### config.mk
export PLATFORM = sky130hd
export DESIGN_NAME = pio_read_scheduler_flat
export DESIGN_NICKNAME = d
export VERILOG_FILES = /design/src/rtl/pio_read_scheduler_if.sv /design/src/rtl/pio_read_scheduler.sv /design/src/flat_wrapper.sv
export SDC_FILE = /design/constraint.sdc
export NUM_CORES = 1
export LEC_CHECK = 0
export CAP_MARGIN = 25
export CELL_PAD_IN_SITES_DETAIL_PLACEMENT = 0
export CELL_PAD_IN_SITES_GLOBAL_PLACEMENT = 1
export CORE_ASPECT_RATIO = 1.5
export CORE_MARGIN = 5
export CORE_UTILIZATION = 36
export DETAILED_ROUTE_END_ITERATION = 12
export PLACE_DENSITY_LB_ADDON = 0.1
export SLEW_MARGIN = 20
export SYNTH_ARGS = -nofsm -noshare
export SYNTH_HDL_FRONTEND = slang
export SYNTH_SLANG_ARGS = --single-unit
### constraint.sdc
create_clock -name clk -period 3.8 [get_ports clk]
set_input_delay 0.57 -clock clk [delete_from_list [all_inputs] [get_ports clk]]
set_output_delay 0.57 -clock clk [all_outputs]
set_load 0.01 [all_outputs]
### src/rtl/pio_read_scheduler_if.sv
// Signal bundle between the requesters / PIO slave and pio_read_scheduler.
interface pio_read_scheduler_if #(
    parameter int NUM_REQ = 4,
    parameter int DATA_W  = 20
);
    // req is a level held until its rsp_valid/gnt pulse; rsp_valid and change_valid are one-cycle
    // pulses with no back-pressure; avm_read is a one-cycle strobe and the slave never stalls.
    logic [NUM_REQ-1:0] req;
    logic [NUM_REQ-1:0] gnt;
    logic               rsp_valid;
    logic [DATA_W-1:0]  rsp_data;
    logic [1:0]         avm_address;
    logic               avm_read;
    logic [31:0]        avm_readdata;
    logic               poll_en;
    logic               change_valid;
    logic [DATA_W-1:0]  change_data;
    logic [DATA_W-1:0]  change_mask;

    modport slave (
        input  req, avm_readdata, poll_en,
        output gnt, rsp_valid, rsp_data, avm_address, avm_read,
               change_valid, change_data, change_mask
    );

    modport master (
        output req, avm_readdata, poll_en,
        input  gnt, rsp_valid, rsp_data, avm_address, avm_read,
               change_valid, change_data, change_mask
    );
endinterface

### src/rtl/pio_read_scheduler.sv
// Shares one PIO input slave among NUM_REQ requesters plus a periodic poll slot,
// round-robin, and reports bit changes between consecutive poll results.
module pio_read_scheduler #(
    parameter int NUM_REQ      = 4,
    parameter int DATA_W       = 20,
    parameter int READ_LATENCY = 1,
    parameter int POLL_DIV     = 1000
) (
    input  logic                 clk,
    input  logic                 reset,
    pio_read_scheduler_if.slave  bus,
    output logic [1:0]           dbg_state_o
);
    localparam int SLOTS = NUM_REQ + 1;
    localparam int PTR_W = (SLOTS > 1) ? $clog2(SLOTS) : 1;
    localparam int LAT_W = $clog2(READ_LATENCY + 1);
    localparam int CNT_W = $clog2(POLL_DIV);
    localparam logic [PTR_W-1:0] POLL_SLOT = PTR_W'(NUM_REQ);

    typedef enum logic [1:0] {IDLE, ISSUE, WAIT, DONE} state_e;

    state_e            state_q, state_d;
    logic [PTR_W-1:0]  rr_q, rr_d;
    logic [PTR_W-1:0]  win_q, win_d;
    logic [LAT_W-1:0]  lat_q, lat_d;
    logic [CNT_W-1:0]  poll_cnt_q, poll_cnt_d;
    logic              poll_pend_q, poll_pend_d;
    logic [DATA_W-1:0] cap_q, cap_d;
    logic [DATA_W-1:0] last_poll_q, last_poll_d;

    logic [SLOTS-1:0]  pending;
    logic              found;
    logic [PTR_W-1:0]  pick;
    logic              expire;
    logic              win_is_poll;

    function automatic logic [PTR_W-1:0] wrap_add(input logic [PTR_W-1:0] base, input int k);
        int s;
        s = int'(base) + k;
        if (s >= SLOTS) s = s - SLOTS;
        return PTR_W'(s);
    endfunction

    assign pending          = {poll_pend_q, bus.req};
    assign win_is_poll      = (win_q == POLL_SLOT);
    assign bus.avm_address  = 2'b00;
    assign dbg_state_o      = state_q;

    generate
        if (DATA_W < 32) begin : g_unused_hi
            logic unused_hi;
            assign unused_hi = ^bus.avm_readdata[31:DATA_W];
        end
    endgenerate

    // First pending slot at or after the pointer, wrapping over all slots.
    always_comb begin
        found = 1'b0;
        pick  = rr_q;
        for (int k = 0; k < SLOTS; k++) begin
            if (!found && pending[wrap_add(rr_q, k)]) begin
                found = 1'b1;
                pick  = wrap_add(rr_q, k);
            end
        end
    end

    always_comb begin
        expire     = 1'b0;
        poll_cnt_d = poll_cnt_q;
        if (!bus.poll_en) begin
            poll_cnt_d = CNT_W'(POLL_DIV - 1);
        end else if (poll_cnt_q == '0) begin
            expire     = 1'b1;
            poll_cnt_d = CNT_W'(POLL_DIV - 1);
        end else begin
            poll_cnt_d = poll_cnt_q - CNT_W'(1);
        end
    end

    always_comb begin
        state_d          = state_q;
        rr_d             = rr_q;
        win_d            = win_q;
        lat_d            = lat_q;
        cap_d            = cap_q;
        last_poll_d      = last_poll_q;
        poll_pend_d      = poll_pend_q;
        bus.avm_read     = 1'b0;
        bus.rsp_valid    = 1'b0;
        bus.gnt          = '0;
        bus.rsp_data     = '0;
        bus.change_valid = 1'b0;
        bus.change_data  = '0;
        bus.change_mask  = '0;
        case (state_q)
            IDLE: begin
                if (found) begin
                    win_d   = pick;
                    state_d = ISSUE;
                end
            end
            ISSUE: begin
                bus.avm_read = 1'b1;
                lat_d        = LAT_W'(READ_LATENCY);
                state_d      = WAIT;
            end
            WAIT: begin
                lat_d = lat_q - LAT_W'(1);
                if (lat_q == LAT_W'(1)) begin
                    cap_d   = bus.avm_readdata[DATA_W-1:0];
                    state_d = DONE;
                end
            end
            DONE: begin
                rr_d    = win_is_poll ? '0 : win_q + PTR_W'(1);
                state_d = IDLE;
                if (win_is_poll) begin
                    poll_pend_d = 1'b0;
                    last_poll_d = cap_q;
                    if (cap_q != last_poll_q) begin
                        bus.change_valid = 1'b1;
                        bus.change_data  = cap_q;
                        bus.change_mask  = cap_q ^ last_poll_q;
                    end
                end else begin
                    bus.rsp_valid = 1'b1;
                    bus.rsp_data  = cap_q;
                    for (int i = 0; i < NUM_REQ; i++) bus.gnt[i] = (win_q == PTR_W'(i));
                end
            end
            default: state_d = IDLE;
        endcase
        // A poll already granted runs to completion; a fresh expiry beats any clear.
        if (!bus.poll_en && !(state_q != IDLE && win_is_poll)) poll_pend_d = 1'b0;
        if (expire) poll_pend_d = 1'b1;
    end

    always_ff @(posedge clk) begin
        if (reset) begin
            state_q     <= IDLE;
            rr_q        <= '0;
            win_q       <= '0;
            lat_q       <= '0;
            poll_cnt_q  <= CNT_W'(POLL_DIV - 1);
            poll_pend_q <= 1'b0;
            cap_q       <= '0;
            last_poll_q <= '0;
        end else begin
            state_q     <= state_d;
            rr_q        <= rr_d;
            win_q       <= win_d;
            lat_q       <= lat_d;
            poll_cnt_q  <= poll_cnt_d;
            poll_pend_q <= poll_pend_d;
            cap_q       <= cap_d;
            last_poll_q <= last_poll_d;
        end
    end
endmodule

### src/flat_wrapper.sv
// flat-port wrapper written by rule: the top's interface ports become plain ports
module pio_read_scheduler_flat 
#(
    parameter int NUM_REQ      = 4,
    parameter int DATA_W       = 20,
    parameter int READ_LATENCY = 1,
    parameter int POLL_DIV     = 1000
)
  (clk, reset, dbg_state_o, bus_req, bus_avm_readdata, bus_poll_en, bus_gnt, bus_rsp_valid, bus_rsp_data, bus_avm_address, bus_avm_read, bus_change_valid, bus_change_data, bus_change_mask);
  pio_read_scheduler_if #(.NUM_REQ(NUM_REQ), .DATA_W(DATA_W)) bus_i ();
  input  logic clk;
  input  logic reset;
  output logic [1:0] dbg_state_o;
  input wire logic [$bits(bus_i.req)-1:0] bus_req;
  input wire logic [$bits(bus_i.avm_readdata)-1:0] bus_avm_readdata;
  input wire logic [$bits(bus_i.poll_en)-1:0] bus_poll_en;
  output wire logic [$bits(bus_i.gnt)-1:0] bus_gnt;
  output wire logic [$bits(bus_i.rsp_valid)-1:0] bus_rsp_valid;
  output wire logic [$bits(bus_i.rsp_data)-1:0] bus_rsp_data;
  output wire logic [$bits(bus_i.avm_address)-1:0] bus_avm_address;
  output wire logic [$bits(bus_i.avm_read)-1:0] bus_avm_read;
  output wire logic [$bits(bus_i.change_valid)-1:0] bus_change_valid;
  output wire logic [$bits(bus_i.change_data)-1:0] bus_change_data;
  output wire logic [$bits(bus_i.change_mask)-1:0] bus_change_mask;
  assign bus_i.req = bus_req;
  assign bus_i.avm_readdata = bus_avm_readdata;
  assign bus_i.poll_en = bus_poll_en;
  assign bus_gnt = bus_i.gnt;
  assign bus_rsp_valid = bus_i.rsp_valid;
  assign bus_rsp_data = bus_i.rsp_data;
  assign bus_avm_address = bus_i.avm_address;
  assign bus_avm_read = bus_i.avm_read;
  assign bus_change_valid = bus_i.change_valid;
  assign bus_change_data = bus_i.change_data;
  assign bus_change_mask = bus_i.change_mask;
  pio_read_scheduler #(.NUM_REQ(NUM_REQ), .DATA_W(DATA_W), .READ_LATENCY(READ_LATENCY), .POLL_DIV(POLL_DIV)) u_core (.clk(clk), .reset(reset), .bus(bus_i), .dbg_state_o(dbg_state_o));
endmodule
After elaboration in Yosys (flattened, before gate mapping):

Cells that the tools add are included.

* flip-flop bits (word level): 60
* input port bits: 39
* output and inout port bits: 71
* word-level logic and storage cells: 119

* add/sub/neg operators: 12
* magnitude comparators: 10
* eq/ne operators: 10
* mux-type cells: 52
* bitwise operators: 2
* reductions and logical operators: 25

Operators by type and width (count)
* 20-bit two-way mux: 8
* 3-bit two-way mux: 11
* 1-bit two-way mux: 22
* 3-bit by 4-bit < comparator with 1-bit output (second input constant): 5
* 20-bit inequality test: 1
* 20-bit bitwise XOR: 1
* 4-bit by 3-bit greater-or-equal comparator with 1-bit output (second input constant): 4
* 1-bit binary-select mux with 3-bit select: 5
* 3-bit subtractor (second input constant): 5
* 10-bit logical NOT: 1
* 2-bit AND reduction: 5
* 10-bit by 1-bit subtractor with 10-bit output (second input constant): 1
* 3-bit by 2-bit adder with 4-bit output (second input constant): 2
* 4-bit two-way mux: 2
* 2-bit case mux with 4 select lines: 1
* 3-bit by 2-bit equality test with 1-bit output (second input constant): 2
* 1-bit logical AND: 6
* 1-bit logical NOT: 6
* 3-bit nonzero test: 2
* 3-bit by 1-bit adder with 4-bit output (second input constant): 1
* 3-bit by 3-bit adder with 4-bit output (second input constant): 1
* 2-bit equality test (second input constant): 2
* 2-bit two-way mux: 2
* 2-bit by 1-bit inequality test with 1-bit output (second input constant): 2
* 12 further kinds: 13

Logic depth before layout (Yosys ltp):

Gate-level depths: netlist (run 1).

* depth after elaboration: 19
* mapped depth: 14
* depth with buffers taken out: 11

Worst setup path before layout (run 1):

No wires, ideal clock.

* kind: reg2reg
* start point: reg u_core.rr_q[1]
* end point: reg u_core.win_q[0]
* setup time: 0.086 ns
* arrival time: 3.071 ns
* data required time: 3.714 ns
* setup slack: 0.642 ns
* stages on the path, launching flop included: 12
* path buffers: 2
* period minus slack after synthesis: 3.158 ns
* cell sequence: dfxtp_1 > clkbuf_1 > inv_1 > ha_1 > ha_1 > clkbuf_1 > a211oi_1 > a311oi_2 > o21bai_2 > and4_4 > or4_4 > a221oi_2

* word-level cells in the longest chain between the ends: 18
* elaborated cells on any way between the ends: 48
* classes of those cells: add/sub: 9; order compare: 5; mux: 25; reduce/logical: 9

Ends and longest elaborated chain
* start: declaration: line pio_read_scheduler.sv:23 `logic [PTR_W-1:0] rr_q, rr_d;`
* start signal: assignment: line pio_read_scheduler.sv:151 `rr_q <= rr_d;`
* branches (longest 18 deep; another with 3-bit by 1-bit adder with 4-bit output)
* end signal: assignment: line pio_read_scheduler.sv:152 `win_q <= win_d;`
* end: declaration: line pio_read_scheduler.sv:24 `logic [PTR_W-1:0] win_q, win_d;`

Several ways; the timed one is not identified. The select of a mux whose other input is x is not followed.
A chain may end at the register's enable or synchronous reset.

Worst setup path in the final report (run 1):

* start point: reg u_core.cap_q[2]
* end point: out bus_change_data[18]

* word-level cells in the longest chain between the ends: 4

Ends and longest elaborated chain
* start: declaration: line pio_read_scheduler.sv:28 `logic [DATA_W-1:0] cap_q, cap_d;`
* start signal: assignment: line pio_read_scheduler.sv:156 `cap_q <= cap_d;`
* 20-bit inequality test: line pio_read_scheduler.sv:121 `if (cap_q != last_poll_q) begin`
* 20-bit two-way mux: line pio_read_scheduler.sv:121
* 20-bit two-way mux: line pio_read_scheduler.sv:118 `if (win_is_poll) begin`
* 20-bit two-way mux: line pio_read_scheduler.sv:96 `case (state_q)`
* end: declaration: line flat_wrapper.sv:23 `output wire logic [$bits(bus_i.change_data)-1:0] bus_change_data;`

Every way passes these cells.

==> run summary, run 1 <==
Critical path endpoint category: an output pin. By area the synthesized netlist is led by sky130_fd_sc_hd__dfxtp_1, sky130_fd_sc_hd__nand2_1, sky130_fd_sc_hd__a21oi_1. The repair_antennas step left the layout with diodes totalling 0.

After synthesis, the mean cell area works out to 7.59 µm². By startpoint and endpoint, the worst setup path is classified as register to output pin. Gates resized during post-CTS repair numbered 0. The number of vias per cell works out to 5.30. For the global routing usage summed across all routing layers, the log shows 0.185. The maximum clock frequency came out at 298 MHz. The global-route congestion overflow total is 0. The first global-routing pass estimated 20700 µm of wire.

The fraction of synthesis flops using an asynchronous set or reset pin came out at 0. The synthesized design contains 0 enable-type register cells. The run finished with clean final reports.

The final route contains 4213 vias. The period utilization was 0.884. In this run, post-CTS hold repair placed 0 buffers.

The count of buffers inserted at the top-level ports was 95; the total net switching power was 0.806 mW. In this run the cell area measured after placement is 5300 µm². The mapped netlist covers 4230 µm². The run gives 60 as the clock sink total. In this run the clock root is driven by a sky130_fd_sc_hd__clkbuf_16.

Max-cap violations in this run came to 0. For the pin with the worst max-slew slack, the measured transition is 809 ps. The tools report the required time at the endpoint of the critical path as 3230 ps.

Clock transition at the register clock pins on the worst setup and hold paths after CTS: 50 ps. In this run the remaining antenna-violating nets after routing total 0. The fraction of the yosys area taken by sequential cells was 0.284. The logs give 11500 µm² for the area of the core and 0 ps for the final total negative setup slack. The logs give 0.363 for the portion of total power attributed to the clock network and 0 for the warning count from the yosys run.

TritonCTS built the clock tree. Measured along the x axis, the die boundary spans 98.5 µm. After detailed routing, the total wire length is 13200 µm. The run gives 48 as the row count. Maximum vdd drop: 0.000268 V.

Setup repair after global routing left no endpoint under its margin. Along the worst path, the maximum fanout reaches 21. Counting the fill cells in the layout gives 1201. After routing the design area is 5630 µm². Cell internal power was estimated by the tool at 1.61 mW.

The run gives 3988 as the via count of the first global-routing pass. Cell accounting for the most synthesized area: sky130_fd_sc_hd__dfxtp_1. Setup violations remaining at the end of the flow were counted as 0. For this design the top-level I/O count stands at 110. The pin count of the biggest net entering global routing was 50; the power density relative to cell area was 430 nW/µm². The longest clock path from root to sink contains 2 buffers. The die covers 14100 µm².

The DRC violation count after routing came out at 0. The run gives 0 as the final-report hold violation count. For the remaining max-slew budget at the tightest pin, the log shows 0.460. The worst clock skew came out at 4.90 ps. The floorplan step set the die height to 143 µm.

The number of max-slew violations in the final report was 0; the share of Yosys cell area claimed by the top area cell type was 0.284. The most common cell in the synthesized netlist is sky130_fd_sc_hd__nand2_1. Wire length per cell: 16.6 µm. The endpoint arrival time on the critical path was 2790 ps. Commonest register cell after synthesis: sky130_fd_sc_hd__dfxtp_1.

The final net count is 700, and the sequential fraction of design power is 0.304. The worst setup path is launched from a register. The fraction of layout cells with a size suffix above 1 came out at 0.0853. Synthesis instantiated 77 different standard cells from the library. The clock tree synthesis step divided the H-tree into 3 levels. The congestion estimate from routability-driven global placement came to 0.894. The switching part of the total was 0.333; the layout overhead on the synthesized area was 33.1%. Type of the most critical hold path: register to register. Detailed placement finished with a half-perimeter wire length of 10200 µm.

Counting the buffers created by CTS gives 9. The detailed router finished its first iteration with 152 violations. The clock reaches the later pin of the worst-skew pair after 320 ps.

The final period demand of the worst path was 3360 ps. After synthesis, the most frequently instantiated cells are sky130_fd_sc_hd__nand2_1, sky130_fd_sc_hd__dfxtp_1, sky130_fd_sc_hd__a21oi_1. Summed over all cells, the static leakage comes to 2.07 nW. The initial antenna violation count is 0, and the share of power burned in combinational logic is 0.334. Synthesis inferred 60 register bits.

The logs give 0 for the number of buffers inserted by post-CTS setup repair and 557 for the instance count of the mapped netlist. The run gives 0.367 as the starting density of the core. The first detailed-routing pass ran for 5 iterations.
[power by group through the flow]
stage | combinational, mW | sequential, mW | clock, mW
after floorplan | 0.563 | 0.737 | 0
after global placement | 0.801 | 0.747 | 0
after detailed placement | 0.805 | 0.748 | 0
after CTS | 0.808 | 0.735 | 0.894
after global routing | 0.884 | 0.745 | 0.924
final | 0.807 | 0.735 | 0.877
[metrics by stage]
step / utilization / power [mW] / setup slack [ps] / hold slack, ps / instances
final: 0.488 / 2.42 / 441 / 404 / 795
after global routing: 0.488 / 2.55 / 202 / 419 / 795
after CTS: 0.488 / 2.44 / 372 / 408 / 795
after detailed placement: 0.459 / 1.55 / 622 / 395 / 780
after global placement: 0.459 / 1.55 / 635 / 385 / 780
after floorplan: - / 1.30 / 642 / 371 / 558
[final timing paths]
| check | startpoint | endpoint | slack [ps] | depth (start not counted) |
|---|---|---|---|---|
| max reg2reg | u_core.rr_q[1] | u_core.dbg_state_o[0] | 540 | 9 |
| min reg2reg | u_core.poll_cnt_q[0] | u_core.poll_cnt_q[0] | 400 | 1 |
| min | u_core.poll_cnt_q[0] | u_core.poll_cnt_q[0] | 400 | 1 |
| max | u_core.cap_q[2] | bus_change_data[18] | 440 | 8 |
[routing by layer]
layer,routed length [µm],share of wire,vias up,GRT usage
met3,632,0.048,30,0.0337
met2,7380,0.56,126,0.371
met4,464,0.035,0,0.0770
met5,0,0,-,0
met1,4760,0.36,1956,0.183
li1,-,-,2101,-
[kinds of logic (layout without fill, tap and decap cells)]
family | count (synthesis) | after routing | synth area share
AO/OA/AOI/OAI | 120 | 120 | 0.197
XOR/XNOR | 28 | 28 | 0.0580
adder cells (fa/ha/maj) | 20 | 20 | 0.0609
buffers and inverters | 58 | 145 | 0.0589
flip-flops | 60 | 60 | 0.284
multiplexers | 12 | 12 | 0.0405
other | 1 | 2 | 0.000887
AND/OR/NAND/NOR | 258 | 258 | 0.299
[sequential cells by signal, indices dropped and copies added, names as in the netlist]
signal	cells
u_core.dbg_state_o	2
u_core.poll_pend_q	1
u_core.cap_q	20
u_core.last_poll_q	20
u_core.rr_q	3
u_core.lat_q	1
u_core.win_q	3
u_core.poll_cnt_q	10
[worst max-delay path, stage by stage (launching register included)]
cell	delay [ps]
sky130_fd_sc_hd__dfxtp_1	350
sky130_fd_sc_hd__xnor2_1	310
sky130_fd_sc_hd__nand4_1	120
sky130_fd_sc_hd__or3_1	390
sky130_fd_sc_hd__nor3_1	170
sky130_fd_sc_hd__nand2b_1	140
sky130_fd_sc_hd__inv_1	250
sky130_fd_sc_hd__and2_1	260
sky130_fd_sc_hd__clkdlybuf4s50_1	480
[cells in the final DEF (no fill, tap or decap), types with 3 or more instances in the layout]
cell type                           n
sky130_fd_sc_hd__a211oi_1           7
sky130_fd_sc_hd__a21o_1             4
sky130_fd_sc_hd__a21oi_1           50
sky130_fd_sc_hd__a22oi_1            4
sky130_fd_sc_hd__and2_1            27
sky130_fd_sc_hd__and3_1            25
sky130_fd_sc_hd__buf_4             13
sky130_fd_sc_hd__clkbuf_16          9
sky130_fd_sc_hd__clkdlybuf4s50_1   94
sky130_fd_sc_hd__dfxtp_1           60
sky130_fd_sc_hd__ha_1              19
sky130_fd_sc_hd__inv_1             21
sky130_fd_sc_hd__mux2_2             4
sky130_fd_sc_hd__mux2i_1            4
sky130_fd_sc_hd__nand2_1          111
sky130_fd_sc_hd__nand2b_1          12
sky130_fd_sc_hd__nand3_1            4
sky130_fd_sc_hd__nand4_1           10
sky130_fd_sc_hd__nor2_1            38
sky130_fd_sc_hd__nor2b_1            4
sky130_fd_sc_hd__nor3_1             6
sky130_fd_sc_hd__o211ai_1           4
sky130_fd_sc_hd__o21ai_0            8
sky130_fd_sc_hd__o22ai_1            4
sky130_fd_sc_hd__o31ai_1            5
sky130_fd_sc_hd__or2_2              3
sky130_fd_sc_hd__xnor2_1           28
[cell type report]
| class | instances | area, µm² | share of cell area |
|---|---|---|---|
| timing repair buffer | 108 | 1040 | 0.185 |
| sequential | 60 | 1200 | 0.213 |
| inverter | 22 | 82.6 | 0.0147 |
| clock inverter | 4 | 72.6 | 0.0129 |
| tap | 150 | 188 | 0.0333 |
| clock buffer | 11 | 253 | 0.0449 |
| multi-input combinational | 440 | 2790 | 0.495 |
Power figures use the tool's default switching activity.
==> inputs of run 2 (changes only) <==
--- a/config.mk
+++ b/config.mk
@@ -11,6 +11,7 @@
 export CORE_ASPECT_RATIO = 1.5
 export CORE_MARGIN = 5
 export CORE_UTILIZATION = 36
+export CTS_BUF_LIST = sky130_fd_sc_hd__clkbuf_16
 export DETAILED_ROUTE_END_ITERATION = 12
 export PLACE_DENSITY_LB_ADDON = 0.1
 export SLEW_MARGIN = 20
==> run summary, run 2 (synthesized netlist as in run 1, its figures left out) <==
Placed wire-length estimate after detailed placement: 10200 µm (unchanged). The tools report the die area as 14100 µm² (unchanged). The largest registers in the layout are u_core.cap_q: 20 flops, u_core.last_poll_q: 20 flops, u_core.poll_cnt_q: 10 flops. The flow ran to the end, and the final reports show no timing, DRC or antenna violations.

The overall routed net length was 13200 µm (-0.23%). The logs give 133 (-13%) for the violation count after the first detailed-routing iteration and 1200 µm² (unchanged) for the register area. The run gives 0 (unchanged) as the global-route congestion overflow total. In the layout the commonest cells are sky130_fd_sc_hd__nand2_1, sky130_fd_sc_hd__clkdlybuf4s50_1, sky130_fd_sc_hd__dfxtp_1, sky130_fd_sc_hd__a21oi_1, sky130_fd_sc_hd__nor2_1. Critical-path maximum fanout: 21 (unchanged). The area of the core is 11500 µm² (unchanged). The pin count of the biggest net entering global routing came out at 50 (unchanged).

The pin slew with the least headroom to its limit was 818 ps (+9.12 ps); the maximum clock frequency was 296 MHz (-0.42%). The post-placement worst setup slack was 622 ps (unchanged). The row count is 48 (unchanged), and the number of cells upsized or downsized after cts is 0 (unchanged). The logs give 403 ps (-0.107 ps) for the worst hold slack and 20700 µm (unchanged) for the wire length of the first global-routing pass.

The final total negative setup slack came out at 0 ps (unchanged). The number of vias per cell works out to 5.29 (-0.26%). The count of filler cells inserted in the layout was 1205 (+0.33%); the required time at the endpoint of the critical path was 3230 ps (about the same). The clock transition at the register clock pins on the worst setup and hold paths after CTS was 50 ps (about the same). For the weighted congestion at the end of routability-driven global placement, the log shows 0.894 (unchanged).

Buffer levels on the longest clock path: 2 (unchanged). For the number of search-and-repair iterations in the first detailed-routing pass, the log shows 4 (-1). The worst clock skew was 4.86 ps (-0.0398 ps); the fraction of layout cells with a size suffix above 1 was 0.0822 (-0.00310). TritonCTS built the clock tree.

For the global routing usage summed across all routing layers, the log shows 0.185 (unchanged). The run gives 5300 µm² (unchanged) as the instance area at placement. The via count of the first global-routing pass is 3989 (+0.025%). The die extent in x came out at 98.5 µm (unchanged). For the power after layout, the log shows 2.38 mW (-1.8%). Element type at the critical path start: a register.

The starting density of the core is 0.367 (unchanged). Final period demand of the worst path: 3370 ps (+14.2 ps). The count of buffers inserted at the top-level ports was 95 (unchanged). Endpoint arrival time on the critical path: 2800 ps (about the same). The final net count is 700 (unchanged), and the largest stage delay on the critical path is 480 ps (about the same). The logs give 9 (unchanged) for the number of clock buffers inserted by TritonCTS and 0 (unchanged) for the final-report hold violation count.

The quantity of hold-fixing buffers added after cts was 0 (unchanged). Master cell of the clock root buffer: sky130_fd_sc_hd__clkbuf_16. The wire length per cell came out at 16.6 µm (-0.23%). Startpoint-to-endpoint class of the critical path: register to output pin. The tools report the reg2reg setup slack as 590 ps (+50 ps). Compared with the post-synthesis result, the final layout area differs by 32.6%. The run gives 0 (unchanged) as the DRC violation count after routing.

The latest clock arrival within the worst-skew pair is 320 ps (about the same). The tools report the remaining max-slew budget at the tightest pin as 0.455 (-0.00477). The tightest min-delay check is of the register to register type. The final core area utilization was 0.486 (-0.00174); the area taken by multi-input logic gates was 2790 µm² (unchanged). The number of max-slew violations in the final report was 0 (unchanged). Critical path endpoint category: an output pin. The boundary pin count was 110 (unchanged). The standby leakage power is 2.06 nW (-0.54%). Final worst slack: 426 ps (-14.2 ps).

The library cell contributing the largest single delay on the critical path was sky130_fd_sc_hd__clkdlybuf4s50_1. The number of nets still failing antenna checks after routing was 0 (unchanged); the number of buffers inserted by post-CTS setup repair was 0 (unchanged). The maximum vdd drop came out at 0.000269 V (+0.43%).

The height of the chip is 143 µm (unchanged). The signal on the critical path passes through xnor2_1 > nand4_1 > or3_1 > nor3_1 > nand2b_1 > inv_1 > and2_1 > clkdlybuf4s50_1. The total of endpoints with negative setup slack in the final report is 0 (unchanged), and the initial antenna violation count is 0 (unchanged). The power density relative to cell area was 424 nW/µm² (-1.4%). Setup repair after global routing left no endpoint under its margin.

Cell total after placement: 780 (unchanged). The period utilization was 0.888 (+0.00374); the cell area after layout was 5610 µm² (-0.36%). Antenna cell count: 0 (unchanged).

For the overall via count from detail_route, the log shows 4202 (-0.26%). Most common cell after layout, fill and taps aside: sky130_fd_sc_hd__nand2_1. The max-cap violation count is 0 (unchanged). The clock sink total is 60 (unchanged). The count of placed standard cells in the final layout, fillers left out was 795 (unchanged); the number of H-tree levels was 3 (unchanged).
run 2: cell types whose count changed in the layout (fill, tap and decap cells not counted), sizes merged:
cell / previous run / this run
clkinv: 1 / 3
clkbuf: 11 / 9
run 2: path summary, 6_finish.rpt:
kind / startpoint / endpoint / cells past startpoint
worst max-delay path: u_core.cap_q[2] / bus_change_data[18] / 8
worst min-delay path: u_core.poll_cnt_q[0] / u_core.poll_cnt_q[0] / 1
worst max register to register: u_core.rr_q[1] / u_core.dbg_state_o[0] / 9
worst min register to register: u_core.poll_cnt_q[0] / u_core.poll_cnt_q[0] / 1
run 2: critical path: cells and delay by family (launching register included):
kind                   cells  cell delay, ps
XOR/XNOR                   1             320
buffers and inverters      2             730
flip-flops                 1             350
AND/OR/NAND/NOR            5            1080
run 2: power by group:
part	switching, mW	internal [mW]	total, mW
Clock	0.271	0.563	0.834
Combinational	0.475	0.332	0.807
Sequential	0.0576	0.678	0.735
run 2: cell type report:
cell class	instances	area share
multi-input combinational	440	0.497
sequential	60	0.214
timing repair buffer	108	0.186
clock buffer	9	0.0402
tap	150	0.0335
inverter	22	0.0147
clock inverter	6	0.0143
run 2: routing by layer:
layer / track usage / vias up / share of wire
met5: 0 / - / 0
met4: 0.0770 / 0 / 0.030
met3: 0.0337 / 22 / 0.040
met2: 0.371 / 103 / 0.56
met1: 0.183 / 1979 / 0.37
li1: - / 2098 / -
